File: src/rtl/uart_byte_tx_if.sv
// Byte-request and serial-line signal bundle between a UART transmitter and its feeder.
// The master side issues requests and reads status; the slave (transmitter) drives the line.
interface uart_byte_tx_if;
  logic [2:0] Baud_set;
  logic [7:0] Data;
  logic       send_en;
  logic       uart_tx;
  logic       tx_busy;
  logic       tx_done;

  modport master (
    output Baud_set, Data, send_en,
    input  uart_tx, tx_busy, tx_done
  );

  modport slave (
    input  Baud_set, Data, send_en,
    output uart_tx, tx_busy, tx_done
  );
endinterface

File: src/rtl/uart_byte_tx.sv
// 8N1 UART transmitter (optional parity / second stop bit); line low one cycle after acceptance.
// Requests while busy are dropped, not queued; tx_done pulses one cycle after the last stop bit.
module uart_byte_tx #(
  parameter bit          PARITY_EN  = 1'b0,
  parameter bit          PARITY_ODD = 1'b0,
  parameter int unsigned STOP_BITS  = 1
) (
  input  logic          sysclk,
  input  logic          rst,
  uart_byte_tx_if.slave tx_if
);

  typedef enum logic [2:0] {IDLE, START, DATA, PARITY, STOP} state_t;

  localparam logic LAST_STOP = (STOP_BITS == 2);

  state_t      r_state;
  state_t      w_state_nxt;
  logic [13:0] r_cnt;
  logic [13:0] r_n;
  logic [2:0]  r_bit_idx;
  logic [7:0]  r_shift;
  logic        r_parity;
  logic        r_stop_idx;
  logic        r_tx;
  logic        r_busy;
  logic        r_done;
  logic        w_bit_end;
  logic        w_tx_nxt;
  logic        w_busy_nxt;
  logic        w_done_nxt;

  function automatic logic [13:0] baud_to_n(input logic [2:0] b);
    logic [13:0] n;
    case (b)
      3'd1:    n = 14'd5208;
      3'd2:    n = 14'd10416;
      default: n = 14'd434;
    endcase
    return n;
  endfunction

  assign w_bit_end = (r_cnt == r_n - 14'd1);

  // w_tx_nxt is the line value for the coming cycle, so uart_tx stays a plain flop.
  always_comb begin
    w_state_nxt = r_state;
    w_tx_nxt    = 1'b1;
    w_busy_nxt  = 1'b1;
    w_done_nxt  = 1'b0;
    unique case (r_state)
      IDLE: begin
        if (tx_if.send_en) begin
          w_state_nxt = START;
          w_tx_nxt    = 1'b0;
        end else begin
          w_busy_nxt  = 1'b0;
        end
      end
      START: begin
        w_tx_nxt = 1'b0;
        if (w_bit_end) begin
          w_state_nxt = DATA;
          w_tx_nxt    = r_shift[0];
        end
      end
      DATA: begin
        w_tx_nxt = r_shift[0];
        if (w_bit_end) begin
          if (r_bit_idx == 3'd7) begin
            if (PARITY_EN) begin
              w_state_nxt = PARITY;
              w_tx_nxt    = r_parity;
            end else begin
              w_state_nxt = STOP;
              w_tx_nxt    = 1'b1;
            end
          end else begin
            w_tx_nxt = r_shift[1];
          end
        end
      end
      PARITY: begin
        w_tx_nxt = r_parity;
        if (w_bit_end) begin
          w_state_nxt = STOP;
          w_tx_nxt    = 1'b1;
        end
      end
      STOP: begin
        if (w_bit_end && (r_stop_idx == LAST_STOP)) begin
          w_state_nxt = IDLE;
          w_busy_nxt  = 1'b0;
          w_done_nxt  = 1'b1;
        end
      end
      default: w_state_nxt = IDLE;
    endcase
  end

  always_ff @(posedge sysclk) begin
    if (!rst) begin
      r_state    <= IDLE;
      r_cnt      <= 14'd0;
      r_n        <= 14'd0;
      r_bit_idx  <= 3'd0;
      r_shift    <= 8'd0;
      r_parity   <= 1'b0;
      r_stop_idx <= 1'b0;
      r_tx       <= 1'b1;
      r_busy     <= 1'b0;
      r_done     <= 1'b0;
    end else begin
      r_state <= w_state_nxt;
      r_tx    <= w_tx_nxt;
      r_busy  <= w_busy_nxt;
      r_done  <= w_done_nxt;
      if (r_state == IDLE) begin
        r_cnt      <= 14'd0;
        r_bit_idx  <= 3'd0;
        r_stop_idx <= 1'b0;
        if (tx_if.send_en) begin
          r_shift  <= tx_if.Data;
          r_n      <= baud_to_n(tx_if.Baud_set);
          r_parity <= (^tx_if.Data) ^ PARITY_ODD;
        end
      end else begin
        r_cnt <= w_bit_end ? 14'd0 : r_cnt + 14'd1;
        if (w_bit_end && (r_state == DATA)) begin
          r_bit_idx <= r_bit_idx + 3'd1;
          r_shift   <= {1'b0, r_shift[7:1]};
        end
        if (w_bit_end && (r_state == STOP)) begin
          r_stop_idx <= 1'b1;
        end
      end
    end
  end

  assign tx_if.uart_tx = r_tx;
  assign tx_if.tx_busy = r_busy;
  assign tx_if.tx_done = r_done;

endmodule

File: src/flat_wrapper.sv
// flat-port wrapper written by rule: the top's interface ports become plain ports
module uart_byte_tx_flat 
#(
  parameter bit          PARITY_EN  = 1'b0,
  parameter bit          PARITY_ODD = 1'b0,
  parameter int unsigned STOP_BITS  = 1
)
  (sysclk, rst, tx_if_Baud_set, tx_if_Data, tx_if_send_en, tx_if_uart_tx, tx_if_tx_busy, tx_if_tx_done);
  uart_byte_tx_if tx_if_i ();
  input  logic sysclk;
  input  logic rst;
  input wire logic [$bits(tx_if_i.Baud_set)-1:0] tx_if_Baud_set;
  input wire logic [$bits(tx_if_i.Data)-1:0] tx_if_Data;
  input wire logic [$bits(tx_if_i.send_en)-1:0] tx_if_send_en;
  output wire logic [$bits(tx_if_i.uart_tx)-1:0] tx_if_uart_tx;
  output wire logic [$bits(tx_if_i.tx_busy)-1:0] tx_if_tx_busy;
  output wire logic [$bits(tx_if_i.tx_done)-1:0] tx_if_tx_done;
  assign tx_if_i.Baud_set = tx_if_Baud_set;
  assign tx_if_i.Data = tx_if_Data;
  assign tx_if_i.send_en = tx_if_send_en;
  assign tx_if_uart_tx = tx_if_i.uart_tx;
  assign tx_if_tx_busy = tx_if_i.tx_busy;
  assign tx_if_tx_done = tx_if_i.tx_done;
  uart_byte_tx #(.PARITY_EN(PARITY_EN), .PARITY_ODD(PARITY_ODD), .STOP_BITS(STOP_BITS)) u_core (.sysclk(sysclk), .rst(rst), .tx_if(tx_if_i));
endmodule
File: config.mk
export PLATFORM = sky130hd
export DESIGN_NAME = uart_byte_tx_flat
export DESIGN_NICKNAME = d
export VERILOG_FILES = /design/src/rtl/uart_byte_tx_if.sv /design/src/rtl/uart_byte_tx.sv /design/src/flat_wrapper.sv
export SDC_FILE = /design/constraint.sdc
export NUM_CORES = 1
export LEC_CHECK = 0
export BUFFER_PORTS_ARGS = -buffer_cell sky130_fd_sc_hd__buf_2
export CORE_MARGIN = 8
export CORE_UTILIZATION = 43
export CTS_CLUSTER_DIAMETER = 80
export DETAILED_ROUTE_END_ITERATION = 6
export SKIP_LAST_GASP = 1
export SLEW_MARGIN = 20
export SYNTH_ARGS = -nofsm -noshare
export SYNTH_HDL_FRONTEND = slang
export SYNTH_SLANG_ARGS = --single-unit
File: constraint.sdc
create_clock -name sysclk -period 5.1 [get_ports sysclk]
set_input_delay 0.255 -clock sysclk [delete_from_list [all_inputs] [get_ports sysclk]]
set_output_delay 0.255 -clock sysclk [all_outputs]
set_load 0.005 [all_outputs]
==> out/metrics.yaml, run 1 <==
outcome:
  status: "finished, final reports clean"
power:
  p_leak_nw: 0.906
  seq_power_share: 0.502
  powerDensity_nw_per_um2: 270
  p_int_uw: 465
  vdd_ir_drop_max_v: 0.000186
  design_power_total_uw: 642
  combPwrFrac: 0.161
  clock_power_share: 0.337
  swShare: 0.276
  p_switching_uw: 177
floorplan:
  fp-row-count: 26
  die_h_um: 87.7
  io_pins: 17
  dieArea_um2: 7690
  die_w_um: 87.7
  core_um2: 5040
  initial_utilization: 0.438
routing:
  drt-total-wl_mm: 4.55
  vias_per_cell: 5.29
  first_pass_iters: 4
  drc: 0
  antenna_left: 0
  via_count: 1798
  wl_per_cell_um: 13.4
  drtIter0Drc: 75
timing:
  clock_skew_ps: 8.59
  rsz0062_at_grt: "false"
  slew_viol_final: 0
  timing.fmax_ghz: 0.417
  maxSlewHeadroom: 0.656
  finalCriticalPeriod_ps: 2400
  worst_slack_ps: 2700
  final-setup-viol-count: 0
  timing.setup.tns_ps: 0
  period_share: 0.471
  hold_viol: 0
  worst_pin_slew_ps: 517
global_routing:
  grt_usage: 0.125
  grt_pass1_vias: 1657
  grt_pass1_wl_mm: 7.80
  globalRouteOverflowTotal: 0
  grt_max_degree: 16
  antenna_found_initial: 0
finish:
  seq_area_um2: 761
  final_cell_mix: "nor2_1 (42), dfxtp_1 (38), xnor2_1 (17)"
  drive_above_1_share: 0.137
  n_antenna_cell: 0
  multi_input_area_um2: 1320
  final_nets: 287
  layout_commonest_cell: "nor2_1"
  syn2layout_area_growth_pct: 7.70
  n_fill_cell: 521
synth:
  synth_top_family_by_area: "simple AND/OR/NAND/NOR gates"
  syn_avg_cell_area_um2: 8.56
  synth_adder_area_share: 0.0227
  synthSimpleGateAreaFrac: 0.293
  async_flop_share: 0
  synth-compound-area-share: 0.150
  synth_cell_types: 55
  syn_inst: 258
  synth_edf_count: 0
  yosysSeqAreaShare: 0.344
  synthMuxAreaShare: 0.0317
  yosysWarnings: 0
  synth_top_flop_cell: "dfxtp_1"
  synth_fp_nets: 276
  ys_seq_elements: 38
  netlist_area_um2: 2210
  synthXorXnorAreaFrac: 0.0991
clock_network:
  cts_resized: 0
  clk_path_buf_depth: 2
  htreeDepth: 2
  cts_tree: "yes"
  root_buffer: "clkbuf_8"
  cts_sinks: 38
  postCtsSetupBuffers: 0
  clk_pin_slew_ps: 80
  numCtsBuffers: 5
  clock_latency_ps: 290
  cts_hold_buf: 0
setup_path:
  crit_type: "register to register"
  start_kind: "register"
  cp_max_fo: 12
  worstPathArrival_ps: 2550
  endpoint_kind: "register"
  crit_required_ps: 5250
run:
  maxCapViolations: 0
place:
  hpwl_mm: 3.46
  dp_slack_ps: 2700
  gp_congestion: 0.879
  portBuffers: 16
worst_hold_path:
  hold_path_class: "input pin to register"
-- layout make-up --
class | instances | share of cell area
Sequential cell | 38 | 0.320
Clock inverter | 2 | 0.00526
Inverter | 8 | 0.0126
Timing Repair Buffer | 17 | 0.0368
Tap cell | 70 | 0.0368
Multi-Input combinational cell | 199 | 0.554
Clock buffer | 6 | 0.0347
-- power by group through the flow --
stage                     combinational [mW]  clock, mW  sequential (mW)
after floorplan                       0.0929          0            0.320
after global placement                 0.104          0            0.330
after detailed placement               0.103          0            0.330
after CTS                              0.104      0.226            0.323
after global routing                   0.117      0.237            0.325
final                                  0.103      0.216            0.323
-- per-layer routing --
layer,vias up,global-route usage,routed length [um]
li1,943,-,-
met1,827,0.164,2260
met2,24,0.200,2050
met3,4,0.0310,200
met4,0,0.0328,37
met5,-,0,0
-- cell families after synthesis --
logic type / after synthesis
flops: 38
simple gates: 116
mux: 7
buf+inv: 21
fa+ha+maj: 4
xor+xnor: 25
compound gates: 47
-- sequential cells by signal, indices dropped and copies added, names as in the netlist --
| register | flops |
|---|---|
| u_core.r_bit_idx | 3 |
| u_core.r_stop_idx | 1 |
| u_core.r_n | 5 |
| u_core.tx_if.uart_tx | 1 |
| u_core.tx_if.tx_busy | 1 |
| u_core.tx_if.tx_done | 1 |
| u_core.r_cnt | 14 |
| u_core.r_parity | 1 |
| u_core.r_shift | 8 |
| u_core.r_state | 3 |
-- cells in the mapped netlist, types with 2 or more instances --
| cell | n | area, um^2 |
|---|---|---|
| xor2_1 | 8 | 70.1 |
| nand2b_1 | 8 | 50.1 |
| nor4_1 | 2 | 12.5 |
| nand3_1 | 15 | 75.1 |
| or3_1 | 3 | 18.8 |
| ha_1 | 4 | 50.1 |
| mux2i_1 | 7 | 70.1 |
| o31ai_1 | 2 | 15.0 |
| a21o_1 | 2 | 15.0 |
| xnor2_1 | 17 | 149 |
| nor3_2 | 2 | 20.0 |
| dfxtp_1 | 38 | 761 |
| a221oi_1 | 7 | 61.3 |
| nor3b_1 | 2 | 15.0 |
| buf_2 | 2 | 10.0 |
| a21oi_1 | 9 | 45.0 |
| clkbuf_1 | 4 | 15.0 |
| nand2_1 | 7 | 26.3 |
| and3_1 | 5 | 31.3 |
| a211oi_1 | 3 | 22.5 |
| nor2_1 | 42 | 158 |
| nand3b_1 | 2 | 15.0 |
| nand4_1 | 3 | 18.8 |
| a31oi_1 | 3 | 18.8 |
| and2_1 | 2 | 12.5 |
| inv_1 | 8 | 30.0 |
| buf_6 | 6 | 67.6 |
| nor3_1 | 8 | 40.0 |
| o21ai_0 | 11 | 55.1 |
-- metrics by stage --
step / area, um^2 / hold slack, ps / cells / util
2_1_floorplan: 2210 / 378 / 258 / -
3_3_place_gp: 2280 / 454 / 332 / 0.453
3_5_place_dp: 2280 / 443 / 332 / 0.453
4_1_cts: 2380 / 207 / 340 / 0.472
5_1_grt: 2380 / 248 / 340 / 0.472
6_report: 2380 / 221 / 340 / 0.472
-- final timing paths --
check | depth (start not counted) | endpoint | from | slack [ps]
worst max register to register | 8 | u_core.r_shift[3] | u_core.r_n[12] | 2700
worst max-delay path | 8 | u_core.r_shift[3] | u_core.r_n[12] | 2700
worst min-delay path | 3 | u_core.r_shift[7] | tx_if_Data[7] | 220
worst min register to register | 1 | u_core.tx_if.tx_done | u_core.r_stop_idx | 450
-- worst max-delay path, stage by stage, from the launching register on --
cell and delay, ps:
dfxtp_1 610, inv_1 120, ha_1 310, xor2_1 180
nand4_1 120, nor3_2 210, nand4_1 230, o21ai_2 330
a221oi_1 150
(Power assumes the default switching activity.)
==> run 2, diff against run 1 <==
==> constraint.sdc (replaced) <==
create_clock -name sysclk -period 2.3 [get_ports sysclk]
set_input_delay 0.115 -clock sysclk [delete_from_list [all_inputs] [get_ports sysclk]]
set_output_delay 0.115 -clock sysclk [all_outputs]
set_load 0.005 [all_outputs]
==> run 2 against run 1 <==
- worst setup slack lost 2500 ps
- count of clock-buffer cells in the layout grew 1
- first-iteration DRC count shrank 28%
- highest routed layer unchanged
==> out/metrics.yaml, run 2 (synthesis results as in run 1) <==
routing:
  via_count: 1824  # +1.4%
  drtIter0Drc: 54  # -28%
  antenna_left: 0  # unchanged
  vias_per_cell: 5.30  # +0.27%
  first_pass_iters: 6  # +2
  drt-total-wl_mm: 4.59  # +0.88%
  wl_per_cell_um: 13.3  # -0.29%
  drc: 0  # unchanged
timing:
  worst_pin_slew_ps: 476  # -40.9 ps
  worst_slack_ps: 175  # -2520 ps
  timing.fmax_ghz: 0.471  # +13%
  period_share: 0.924  # +0.453
  finalCriticalPeriod_ps: 2130  # -275 ps
  final-setup-viol-count: 0  # unchanged
  timing.setup.tns_ps: 0  # unchanged
  clock_skew_ps: 3.33  # -5.25 ps
  hold_viol: 0  # unchanged
  slew_viol_final: 0  # unchanged
  maxSlewHeadroom: 0.683  # +0.0269
global_routing:
  grt_pass1_vias: 1701  # +2.7%
  globalRouteOverflowTotal: 0  # unchanged
  grt_usage: 0.128  # +0.00258
  grt_max_degree: 16  # unchanged
  antenna_found_initial: 0  # unchanged
  grt_pass1_wl_mm: 7.85  # +0.63%
finish:
  top_regs: "u_core.r_cnt x14, u_core.r_shift x8, u_core.r_n x5"
  largest_reg_flops: 14  # unchanged
  final_nets: 291  # +1.4%
  final_cell_mix: "nor2_1 (42), dfxtp_1 (37), xnor2_1 (17)"
  stdcell_area_um2: 2420  # +1.5%
  instances_no_fill: 344  # +1.2%
  layout_commonest_cell: "nor2_1"
  top_register: "u_core.r_cnt"
  drive_above_1_share: 0.153  # +0.0162
  syn2layout_area_growth_pct: 9.34
  n_antenna_cell: 0  # unchanged
power:
  p_switching_uw: 387  # +120%
  clock_power_share: 0.330  # -0.007
  p_leak_nw: 0.928  # +2.5%
  swShare: 0.272  # -0.00450
  vdd_ir_drop_max_v: 0.000281  # +52%
  seq_power_share: 0.497  # -0.005
  p_int_mw: 1.04  # +120%
  combPwrFrac: 0.173  # +0.012
  powerDensity_nw_per_um2: 590  # +120%
floorplan:
  die_h_um: 87.7  # unchanged
  dieArea_um2: 7690  # unchanged
  fp-row-count: 26  # unchanged
  core_um2: 5040  # unchanged
  io_pins: 17  # unchanged
  die_w_um: 87.7  # unchanged
  initial_utilization: 0.438  # unchanged
setup_path:
  worstPathArrival_ps: 2350  # -200 ps
  crit_required_ps: 2520  # -2730 ps
  r2r-start: "u_core.r_n[12]"
  worstRegToRegCells: 8  # unchanged
  crit_type: "register to register"
  cp_max_fo: 5  # -7
  ff2ff_setup_slack_ps: 170  # -2520 ps
  r2r-end: "u_core.r_bit_idx[0]"
  endpoint_kind: "register"
  start_kind: "register"
place:
  portBuffers: 16  # unchanged
  placedCellCount: 336  # +1.2%
  place_area_um2: 2310  # +1.3%
  gp_congestion: 0.850  # -3.3%
  dp_slack_ps: 112  # -2590 ps
  hpwl_mm: 3.54  # +2.1%
worst_hold_path:
  holdPathEnd: "u_core.r_shift[7]"
  hold_path_class: "input pin to register"
  whs_path_depth: 3  # unchanged
  worstHoldStart: "tx_if_Data[7]"
clock_network:
  cts_hold_buf: 0  # unchanged
  cts_tree: "yes"
  htreeDepth: 2  # unchanged
  clock_latency_ps: 280  # about the same
  clk_pin_slew_ps: 70  # about the same
  numCtsBuffers: 5  # unchanged
  cts_sinks: 38  # unchanged
  clk_path_buf_depth: 2  # unchanged
  root_buffer: "clkbuf_8"
outcome:
  status: "finished, final reports clean"
run:
  maxCapViolations: 0  # unchanged
-- run 2: cell type report --
type,instances,area [um^2]
inverters,8,30.0
clock inverters,1,5.00
clock buffers,7,86.3
well taps,70,87.6
fillers,516,2630
repair buffers,21,118
flip-flops and latches,38,762
multi-input cells,199,1330
-- run 2: power groups by stage --
stage	Sequential, mW	Combinational, mW	Clock (mW)
2_1_floorplan	0.709	0.206	0
3_3_place_gp	0.724	0.245	0
3_5_place_dp	0.724	0.245	0
4_1_cts	0.709	0.246	0.493
5_1_grt	0.712	0.275	0.518
6_report	0.709	0.247	0.471
-- run 2: critical path: stages, from the launching register on --
cell	delay, ps
dfxtp_1	430
inv_1	90
ha_1	290
xor2_1	180
nand4_1	130
nor3_2	200
nand4_1	240
or3_1	370
a21oi_1	140
-- run 2: what timing repair did --
item                       in CTS  in global routing
setup endpoints to repair       0                 10
setup buffers                   0                  0
gates resized for setup         0                  3
-- run 2: worst max-delay path by stage --
stage | start | end | slack (ps) | depth (start not counted)
2_1_floorplan | u_core.r_n[12] | u_core.r_cnt[10] | 270 | 10
3_3_place_gp | u_core.r_n[8] | u_core.r_shift[3] | 150 | 8
3_5_place_dp | u_core.r_n[8] | u_core.r_shift[3] | 110 | 8
4_1_cts | u_core.r_n[8] | u_core.r_shift[3] | 100 | 8
5_1_grt | u_core.r_n[12] | u_core.r_shift[3] | -2 | 8
6_report | u_core.r_n[12] | u_core.r_bit_idx[0] | 170 | 8
-- run 2: per-stage QoR --
step	utilization	hold slack, ps	total power, mW
3_5_place_dp	0.459	372	0.969
6_report	0.479	72.7	1.43
5_1_grt	0.479	125	1.50
4_1_cts	0.477	67.3	1.45
2_1_floorplan	-	238	0.915
3_3_place_gp	0.459	375	0.968
-- run 2: routing by layer --
layer	global-route usage	vias to the layer above	share of wire
met5	0	-	0
met1	0.160	830	0.48
met2	0.209	39	0.47
met4	0.0484	0	0.013
met3	0.0281	6	0.040
li1	-	949	-
==> run 3, diff against run 2 <==
--- a/config.mk
+++ b/config.mk
@@ -5,11 +5,11 @@
 export SDC_FILE = /design/constraint.sdc
 export NUM_CORES = 1
 export LEC_CHECK = 0
-export BUFFER_PORTS_ARGS = -buffer_cell sky130_fd_sc_hd__buf_2
 export CORE_MARGIN = 8
 export CORE_UTILIZATION = 43
 export CTS_CLUSTER_DIAMETER = 80
 export DETAILED_ROUTE_END_ITERATION = 6
+export DONT_BUFFER_PORTS = 1
 export SKIP_LAST_GASP = 1
 export SLEW_MARGIN = 20
 export SYNTH_ARGS = -nofsm -noshare
==> run 3 against run 2 <==
- combinational power is 6% lower
- register-to-register slack better by 20 ps
- power is 3.8% higher
- non-clock buffer count is 13 lower
- cell area is 1.1% lower
- clock power is 14% higher
- worst setup slack better by 25 ps
- count of clock-buffer cells in the layout is 1 higher
- utilization is 0.55 points lower
- fmax is 1.2% higher
- sequential cell count stayed put
- worst hold slack worse by 53 ps
==> out/metrics.yaml, run 3 (synthesis results as in run 1) <==
outcome:
  status: "finished, final reports clean"
clock_network:
  clock_latency_ps: 290  # about the same
  htreeDepth: 2  # unchanged
  numCtsBuffers: 5  # unchanged
  cts_tree: "yes"
  root_buffer: "clkbuf_8"
  clk_pin_slew_ps: 80  # about the same
  clk_path_buf_depth: 2  # unchanged
  cts_sinks: 38  # unchanged
global_routing:
  antenna_found_initial: 0  # unchanged
  grt_pass1_vias: 1605  # -5.6%
  grt_usage: 0.131  # +0.00275
  grt_pass1_wl_mm: 7.89  # +0.43%
  globalRouteOverflowTotal: 0  # unchanged
  grt_max_degree: 16  # unchanged
routing:
  vias_per_cell: 5.41  # +2.1%
  first_pass_iters: 4  # -2
  drtIter0Drc: 81  # +50%
  drc: 0  # unchanged
  antenna_left: 0  # unchanged
  wl_per_cell_um: 14.4  # +8.3%
  drt-total-wl_mm: 4.78  # +4.2%
  via_count: 1792  # -1.8%
setup_path:
  ff2ff_setup_slack_ps: 200  # +20 ps
  worstPathArrival_ps: 2330  # -20 ps
  start_kind: "register"
  crit_type: "register to register"
  r2r-end: "u_core.r_bit_idx[0]"
  r2r-start: "u_core.r_n[8]"
  cp_max_fo: 4  # -1
  crit_required_ps: 2530  # about the same
  worstRegToRegCells: 8  # unchanged
  endpoint_kind: "register"
finish:
  largest_reg_flops: 14  # unchanged
  top_regs: "u_core.r_cnt x14, u_core.r_shift x8, u_core.r_n x5"
  n_fill_cell: 488  # -5.4%
  n_antenna_cell: 0  # unchanged
  syn2layout_area_growth_pct: 8.10
  top_register: "u_core.r_cnt"
  layout_commonest_cell: "nor2_1"
  drive_above_1_share: 0.103  # -0.0498
  final_cell_mix: "nor2_1 (42), dfxtp_1 (37), xnor2_1 (17)"
  final_nets: 278  # -4.5%
place:
  portBuffers: 0  # -16
  gp_congestion: 0.861  # +1.2%
  hpwl_mm: 3.52  # -0.42%
floorplan:
  die_w_um: 87.7  # unchanged
  core_um2: 5040  # unchanged
  io_pins: 17  # unchanged
  die_h_um: 87.7  # unchanged
  dieArea_um2: 7690  # unchanged
  initial_utilization: 0.438  # unchanged
  fp-row-count: 26  # unchanged
timing:
  maxSlewHeadroom: 0.658  # -0.0247
  period_share: 0.913  # -0.0107
  timing.fmax_ghz: 0.476  # +1.2%
  finalCriticalPeriod_ps: 2100  # -24.7 ps
  whs_ps: 19.7  # -53.0 ps
  hold_viol: 0  # unchanged
  final-setup-viol-count: 0  # unchanged
  slew_viol_final: 0  # unchanged
  worst_pin_slew_ps: 513  # +37.0 ps
  clock_skew_ps: 8.75  # +5.42 ps
worst_hold_path:
  whs_path_depth: 2  # -1
  hold_path_class: "input pin to register"
  worstHoldStart: "tx_if_send_en"
  holdPathEnd: "u_core.tx_if.tx_busy"
power:
  design_power_total_mw: 1.48  # +3.8%
  p_leak_nw: 0.885  # -4.6%
  vdd_ir_drop_max_v: 0.000343  # +22%
  powerDensity_nw_per_um2: 620  # +5.0%
run:
  maxCapViolations: 0  # unchanged
[run 3: cell count changes in the layout (fill, tap and decap cells not counted)]
cell           change
dlygate4sd3_1      +2
clkbuf_8           +2
nor3_2             -1
clkinv_2           -1
nor3_4             +1
clkbuf_1           -1
and4_2             -1
and3_2             -1
buf_2             -16
buf_4              +1
and3_1             +1
and4_4             +1
[run 3: final cells by class]
cell class	instances	area, um^2	share of cell area
inverters	8	30.0	0.0126
well taps	70	87.6	0.0367
multi-input cells	199	1330	0.558
clock buffers	8	110	0.0461
flip-flops and latches	38	762	0.319
repair buffers	8	65.1	0.0272
[run 3: per-layer routing]
metal / up-vias / track usage / part of all wire
li1: 917 / - / -
met1: 838 / 0.172 / 0.48
met2: 28 / 0.196 / 0.45
met3: 9 / 0.0328 / 0.046
met4: 0 / 0.0578 / 0.020
met5: - / 0 / 0
[run 3: critical path, cell delays in order (launching register included)]
cell and delay [ps]:
dfxtp_2 370, inv_1 60, ha_1 300, xor2_1 170, nand4_1 170, nor3_4 210
nand4_1 250, or3_1 380, a21oi_1 140
[run 3: repair_timing]
action / in CTS / in global routing
setup endpoints to repair: 0 / 15
buffers inserted: 0 / 1
resized for setup: 0 / 4
hold buffers: 2 / 0
endpoints found under the hold margin: 3 / 0
[run 3: power by group]
part / total (mW) / internal [mW] / switching [mW]
logic: 0.231 / 0.106 / 0.124
clock network: 0.539 / 0.303 / 0.236
registers: 0.710 / 0.683 / 0.0270
[run 3: per-stage QoR]
step / std cells / setup TNS, ps / instance area (um^2) / setup slack [ps] / utilization
after floorplan: 258 / 0 / 2210 / 270 / -
after global placement: 320 / 0 / 2230 / 134 / 0.443
after detailed placement: 320 / 0 / 2230 / 124 / 0.443
after CTS: 330 / 0 / 2360 / 107 / 0.469
after global routing: 331 / -102 / 2390 / -33.1 / 0.474
final: 331 / 0 / 2390 / 199 / 0.474
[run 3: worst max path at each step]
stage          slack (ps)                  end  cells past startpoint           start
2_1_floorplan         270     u_core.r_cnt[10]                     10  u_core.r_n[12]
3_3_place_gp          130    u_core.r_shift[6]                      8   u_core.r_n[8]
3_5_place_dp          120    u_core.r_shift[6]                      8   u_core.r_n[8]
4_1_cts               110    u_core.r_shift[0]                      8   u_core.r_n[8]
5_1_grt               -30    u_core.r_shift[0]                      8   u_core.r_n[8]
6_report              200  u_core.r_bit_idx[0]                      8   u_core.r_n[8]
